### src/rtl/router_pkg.sv
// Shared types and constants for the 1x3 router packet-sequencing controller.
package router_pkg;

  localparam int unsigned NUM_PORTS = 3;
  localparam int unsigned ADDR_W    = 2;
  localparam int unsigned STATE_W   = 3;

  localparam logic [ADDR_W-1:0] ADDR_INVALID = 2'b11;

  typedef logic [STATE_W-1:0] state_t;

  // Binary state encodings; DECODE_ADDRESS is the reset state.
  localparam state_t DECODE_ADDRESS     = 3'd0;
  localparam state_t LOAD_FIRST_DATA    = 3'd1;
  localparam state_t LOAD_DATA          = 3'd2;
  localparam state_t FIFO_FULL_STATE    = 3'd3;
  localparam state_t LOAD_AFTER_FULL    = 3'd4;
  localparam state_t LOAD_PARITY        = 3'd5;
  localparam state_t CHECK_PARITY_ERROR = 3'd6;
  localparam state_t WAIT_TILL_EMPTY    = 3'd7;

endpackage

### src/rtl/router_fsm.sv
// Packet-sequencing controller: steps the register block through header, payload,
// parity and full-stall phases and gates FIFO write enables by the latched address.
module router_fsm
  import router_pkg::*;
(
  input  logic                 clock,
  input  logic                 reset,
  input  logic                 pkt_valid,
  input  logic [ADDR_W-1:0]    data_in,
  input  logic                 fifo_full,
  input  logic [NUM_PORTS-1:0] fifo_empty,
  input  logic [NUM_PORTS-1:0] soft_reset,
  input  logic                 parity_done,
  input  logic                 low_pkt_valid,
  output logic                 detect_add,
  output logic                 lfd_state,
  output logic                 ld_state,
  output logic                 full_state,
  output logic                 laf_state,
  output logic                 rst_int_reg,
  output logic                 write_enb_reg,
  output logic [NUM_PORTS-1:0] write_enb,
  output logic                 busy
);

  state_t              state_q, state_d;
  logic [ADDR_W-1:0]   addr_q, addr_d;
  logic [3:0]          empty_ext;
  logic [3:0]          soft_ext;
  logic                soft_hit;

  // Pad to four entries so a 2-bit address never indexes out of range.
  assign empty_ext = {1'b0, fifo_empty};
  assign soft_ext  = {1'b0, soft_reset};
  assign soft_hit  = soft_ext[addr_q];

  always_ff @(posedge clock) begin
    if (reset) begin
      state_q <= DECODE_ADDRESS;
      addr_q  <= '0;
    end else begin
      state_q <= state_d;
      addr_q  <= addr_d;
    end
  end

  always_comb begin
    state_d = state_q;
    addr_d  = addr_q;
    unique case (state_q)
      DECODE_ADDRESS: begin
        if (pkt_valid && (data_in != ADDR_INVALID)) begin
          addr_d  = data_in;
          state_d = empty_ext[data_in] ? LOAD_FIRST_DATA : WAIT_TILL_EMPTY;
        end
      end
      WAIT_TILL_EMPTY: begin
        if (empty_ext[addr_q]) state_d = LOAD_FIRST_DATA;
      end
      LOAD_FIRST_DATA: state_d = LOAD_DATA;
      LOAD_DATA: begin
        if (fifo_full)       state_d = FIFO_FULL_STATE;
        else if (!pkt_valid) state_d = LOAD_PARITY;
      end
      FIFO_FULL_STATE: begin
        if (!fifo_full) state_d = LOAD_AFTER_FULL;
      end
      LOAD_AFTER_FULL: begin
        if (parity_done)        state_d = DECODE_ADDRESS;
        else if (low_pkt_valid) state_d = LOAD_PARITY;
        else                    state_d = LOAD_DATA;
      end
      LOAD_PARITY: state_d = CHECK_PARITY_ERROR;
      CHECK_PARITY_ERROR: state_d = fifo_full ? FIFO_FULL_STATE : DECODE_ADDRESS;
      default: state_d = DECODE_ADDRESS;
    endcase
    // A read timeout on the selected FIFO abandons the packet from any active phase.
    if ((state_q != DECODE_ADDRESS) && soft_hit) state_d = DECODE_ADDRESS;
  end

  always_comb begin
    detect_add    = (state_q == DECODE_ADDRESS);
    lfd_state     = (state_q == LOAD_FIRST_DATA);
    ld_state      = (state_q == LOAD_DATA);
    full_state    = (state_q == FIFO_FULL_STATE);
    laf_state     = (state_q == LOAD_AFTER_FULL);
    rst_int_reg   = (state_q == CHECK_PARITY_ERROR);
    write_enb_reg = (state_q == LOAD_FIRST_DATA) || (state_q == LOAD_DATA) ||
                    (state_q == LOAD_AFTER_FULL) || (state_q == LOAD_PARITY);
    busy          = (state_q != DECODE_ADDRESS) && (state_q != LOAD_DATA);
    write_enb     = '0;
    for (int unsigned i = 0; i < NUM_PORTS; i++) begin
      write_enb[i] = write_enb_reg && (addr_q == ADDR_W'(i));
    end
  end

endmodule

### config.mk
export PLATFORM = sky130hd
export DESIGN_NAME = router_fsm
export DESIGN_NICKNAME = d
export VERILOG_FILES = /design/src/rtl/router_pkg.sv /design/src/rtl/router_fsm.sv
export SDC_FILE = /design/constraint.sdc
export NUM_CORES = 1
export LEC_CHECK = 0
export CORE_AREA = 3 3 40 42
export CTS_CLUSTER_DIAMETER = 30
export DETAILED_ROUTE_END_ITERATION = 16
export DIE_AREA = 0 0 43 45
export PLACE_DENSITY = 0.87
export RECOVER_POWER = 25
export REMOVE_ABC_BUFFERS = 1
export SETUP_SLACK_MARGIN = 0.3
export SYNTH_ARGS = -nofsm -noshare
export SYNTH_HDL_FRONTEND = slang
export SYNTH_SLANG_ARGS = --single-unit
### constraint.sdc
create_clock -name clock -period 3.7 [get_ports clock]
set_clock_uncertainty 0.2 [all_clocks]
set_input_delay 0.74 -clock clock [delete_from_list [all_inputs] [get_ports clock]]
set_output_delay 0.74 -clock clock [all_outputs]
set_load 0.05 [all_outputs]
==> impl_metrics.yaml <==
global_route:
  grt_remaining_overflow: 0
  grt_pass1_wl_um: 2350
  met3_usage_pct: 5.58
  grt_max_degree: 13
  use_met1_pct: 15.9
  grt_util_met2_pct: 31.7
  grt_use_total_pct: 16.2
  grt_pass1_vias: 545
  grt_busiest_layer: "met2"
  grt_antenna_before_repair: 0
die:
  core-area_um2: 1280
  ioPinCount: 25
  dieArea_um2: 1940
  die_w_um: 43
  rows: 13
  start_util_pct: 39.8
  die_h_um: 45
synthesis:
  synth-seq-area-share_pct: 19.6
  synth_area_um2: 512
  synth-seq-cells: 5
  syn_inst: 66
  yosys_warnings: 0
  avgSynthCellArea_um2: 7.75
  ys_types: 32
cts:
  cts_tree: "yes"
  cts_num_sinks: 5
  cts_max_level: 1
  path_clk_slew_ns: 0.05
  cts_buffers: 3
  clock_latency_ns: 0.25
  cts_resized: 0
  cts_root_buf: "clkbuf_4"
  postCtsSetupBuffers: 0
  cts_hold_buf: 0
  cts_buffer_depth: 2
worst_setup_path:
  critPathArrivalTime_ns: 2.18
  end_kind: "output port"
  required_ns: 2.76
  startpoint_type: "flop"
  worstPathMaxFanout: 12
  critPathKind: "flop to output port"
  r2r_cells: 5
sta:
  tightest_slew_ns: 0.508
  finalHoldViolations: 0
  min_period_over_period_pct: 84.4
  fmax_mhz: 320
  setup_violations: 0
  rsz0062_at_grt: "no"
  postLayoutSetupSlackWorst_ns: 0.579
  fin_crit_ns: 3.12
  final-max-slew-violation-count: 0
  maxSlewHeadroom_pct: 66.1
  setup_tns_ns: 0
routing:
  ant_nets: 0
  vias_per_cell: 5.29
  drc: 0
  dr.pass1.iters: 4
  avgRoutedWirePerCell_um: 12.9
  drt-total-wl_um: 1350
  vias: 550
  initialDrtViolationCount: 6
status:
  status: "finished clean"
placement:
  hpwl_um: 1070
  pre_cts_ws_ns: 0.840
  place_inst: 100
  gp_congestion: 0.786
  port_buffers: 24
layout:
  final_common_cell: "clkdlybuf4s50_1"
  most-common-layout-cells: "clkdlybuf4s50_1, nor2_1, nand2_1, mux2i_1, dfxtp_1"
  nets: 104
  antennaDiodeCount: 0
  final_cells: 104
  drive_gt1_share_pct: 8.99
  syn_to_final_growth_pct: 46.2
pwr:
  vdd_drop_max_v: 0.000486
  power.leakage_uw: 0.000313
  pwr_density_cell_nw_per_um2: 919
flow_run:
  cap_violations: 0
worst_hold_path:
  hold_path.class: "flop to flop"
  min_path_cells: 2
-- cells by family (layout without fill, tap and decap cells) --
group / after synthesis / count (layout) / share of synthesized area (%)
compound gates: 14 / 14 / 23.0
xor+xnor: 1 / 1 / 1.71
buf+inv: 10 / 33 / 8.80
flops: 5 / 5 / 19.6
mux: 5 / 5 / 9.78
simple gates: 31 / 31 / 37.2
-- cells in the mapped netlist (all sizes together) --
| library cell | n | share of area [%] |
|---|---|---|
| or3 | 1 | 2.2 |
| or3b | 1 | 2.2 |
| xor2 | 1 | 1.7 |
| or2 | 1 | 1.2 |
| nor2 | 7 | 5.1 |
| nand3 | 1 | 3.4 |
| nand3b | 2 | 2.9 |
| a311oi | 1 | 2.9 |
| clkinv | 1 | 0.98 |
| a211oi | 2 | 2.9 |
| o21ai | 1 | 0.98 |
| nor2b | 1 | 1.2 |
| nor3 | 3 | 3.9 |
| o211a | 1 | 2.0 |
| a31oi | 2 | 2.4 |
| o211ai | 1 | 1.5 |
| a21oi | 2 | 4.2 |
| nor3b | 3 | 4.4 |
| inv | 4 | 2.9 |
| o31ai | 1 | 1.5 |
| mux2i | 5 | 9.8 |
| dfxtp | 5 | 20 |
| and3 | 3 | 3.7 |
| clkbuf | 2 | 1.5 |
| a2bb2oi | 1 | 1.7 |
| a21o | 2 | 2.9 |
| nand2b | 2 | 2.4 |
| nand2 | 6 | 4.4 |
| buf | 3 | 3.4 |
-- where the power goes --
part           internal, µW  switching (µW)
logic                   189             318
registers              71.0            44.8
clock network          40.9            24.1
-- through the flow --
stage / power [µW] / hold slack, ns / util, % / instance area, µm²
after floorplan: 480 / 0.360 / - / 487
after global placement: 626 / 0.421 / 58.0 / 746
after detailed placement: 636 / 0.448 / 58.0 / 746
after CTS: 706 / 0.453 / 60.1 / 772
after global routing: 731 / 0.488 / 58.2 / 748
final: 687 / 0.455 / 58.2 / 748
-- state kept, by name, summed over array words and instances (netlist names) --
name,flops
addr_q,2
state_q,3
-- layout make-up --
class	count	area (µm²)
clock buffer	4	26.3
fill	136	537
inverter	5	20.0
multi-input combinational	51	343
sequential	5	100
timing repair buffer	24	240
tap	15	18.8
-- layer usage --
layer / up-vias / routed length [µm]
met1: 241 / 552
met2: 24 / 649
met4: 0 / 26
met5: - / 0
li1: 279 / -
met3: 6 / 117
-- critical path, stage by stage, from the launching register on --
cell and delay [ns]:
dfxtp_1 0.55, or3_4 0.23, nand2_1 0.10, nor3b_1 0.22, clkdlybuf4s50_1 0.83
-- final timing paths --
| path | slack, ns | to | startpoint |
|---|---|---|---|
| setup reg to reg | 1.83 | state_q[2] | state_q[1] |
| hold reg to reg | 0.46 | addr_q[0] | addr_q[0] |
| setup / recovery | 0.58 | write_enb[2] | state_q[1] |
| hold / removal | 0.46 | addr_q[0] | addr_q[0] |
(Power assumes the default switching activity.)
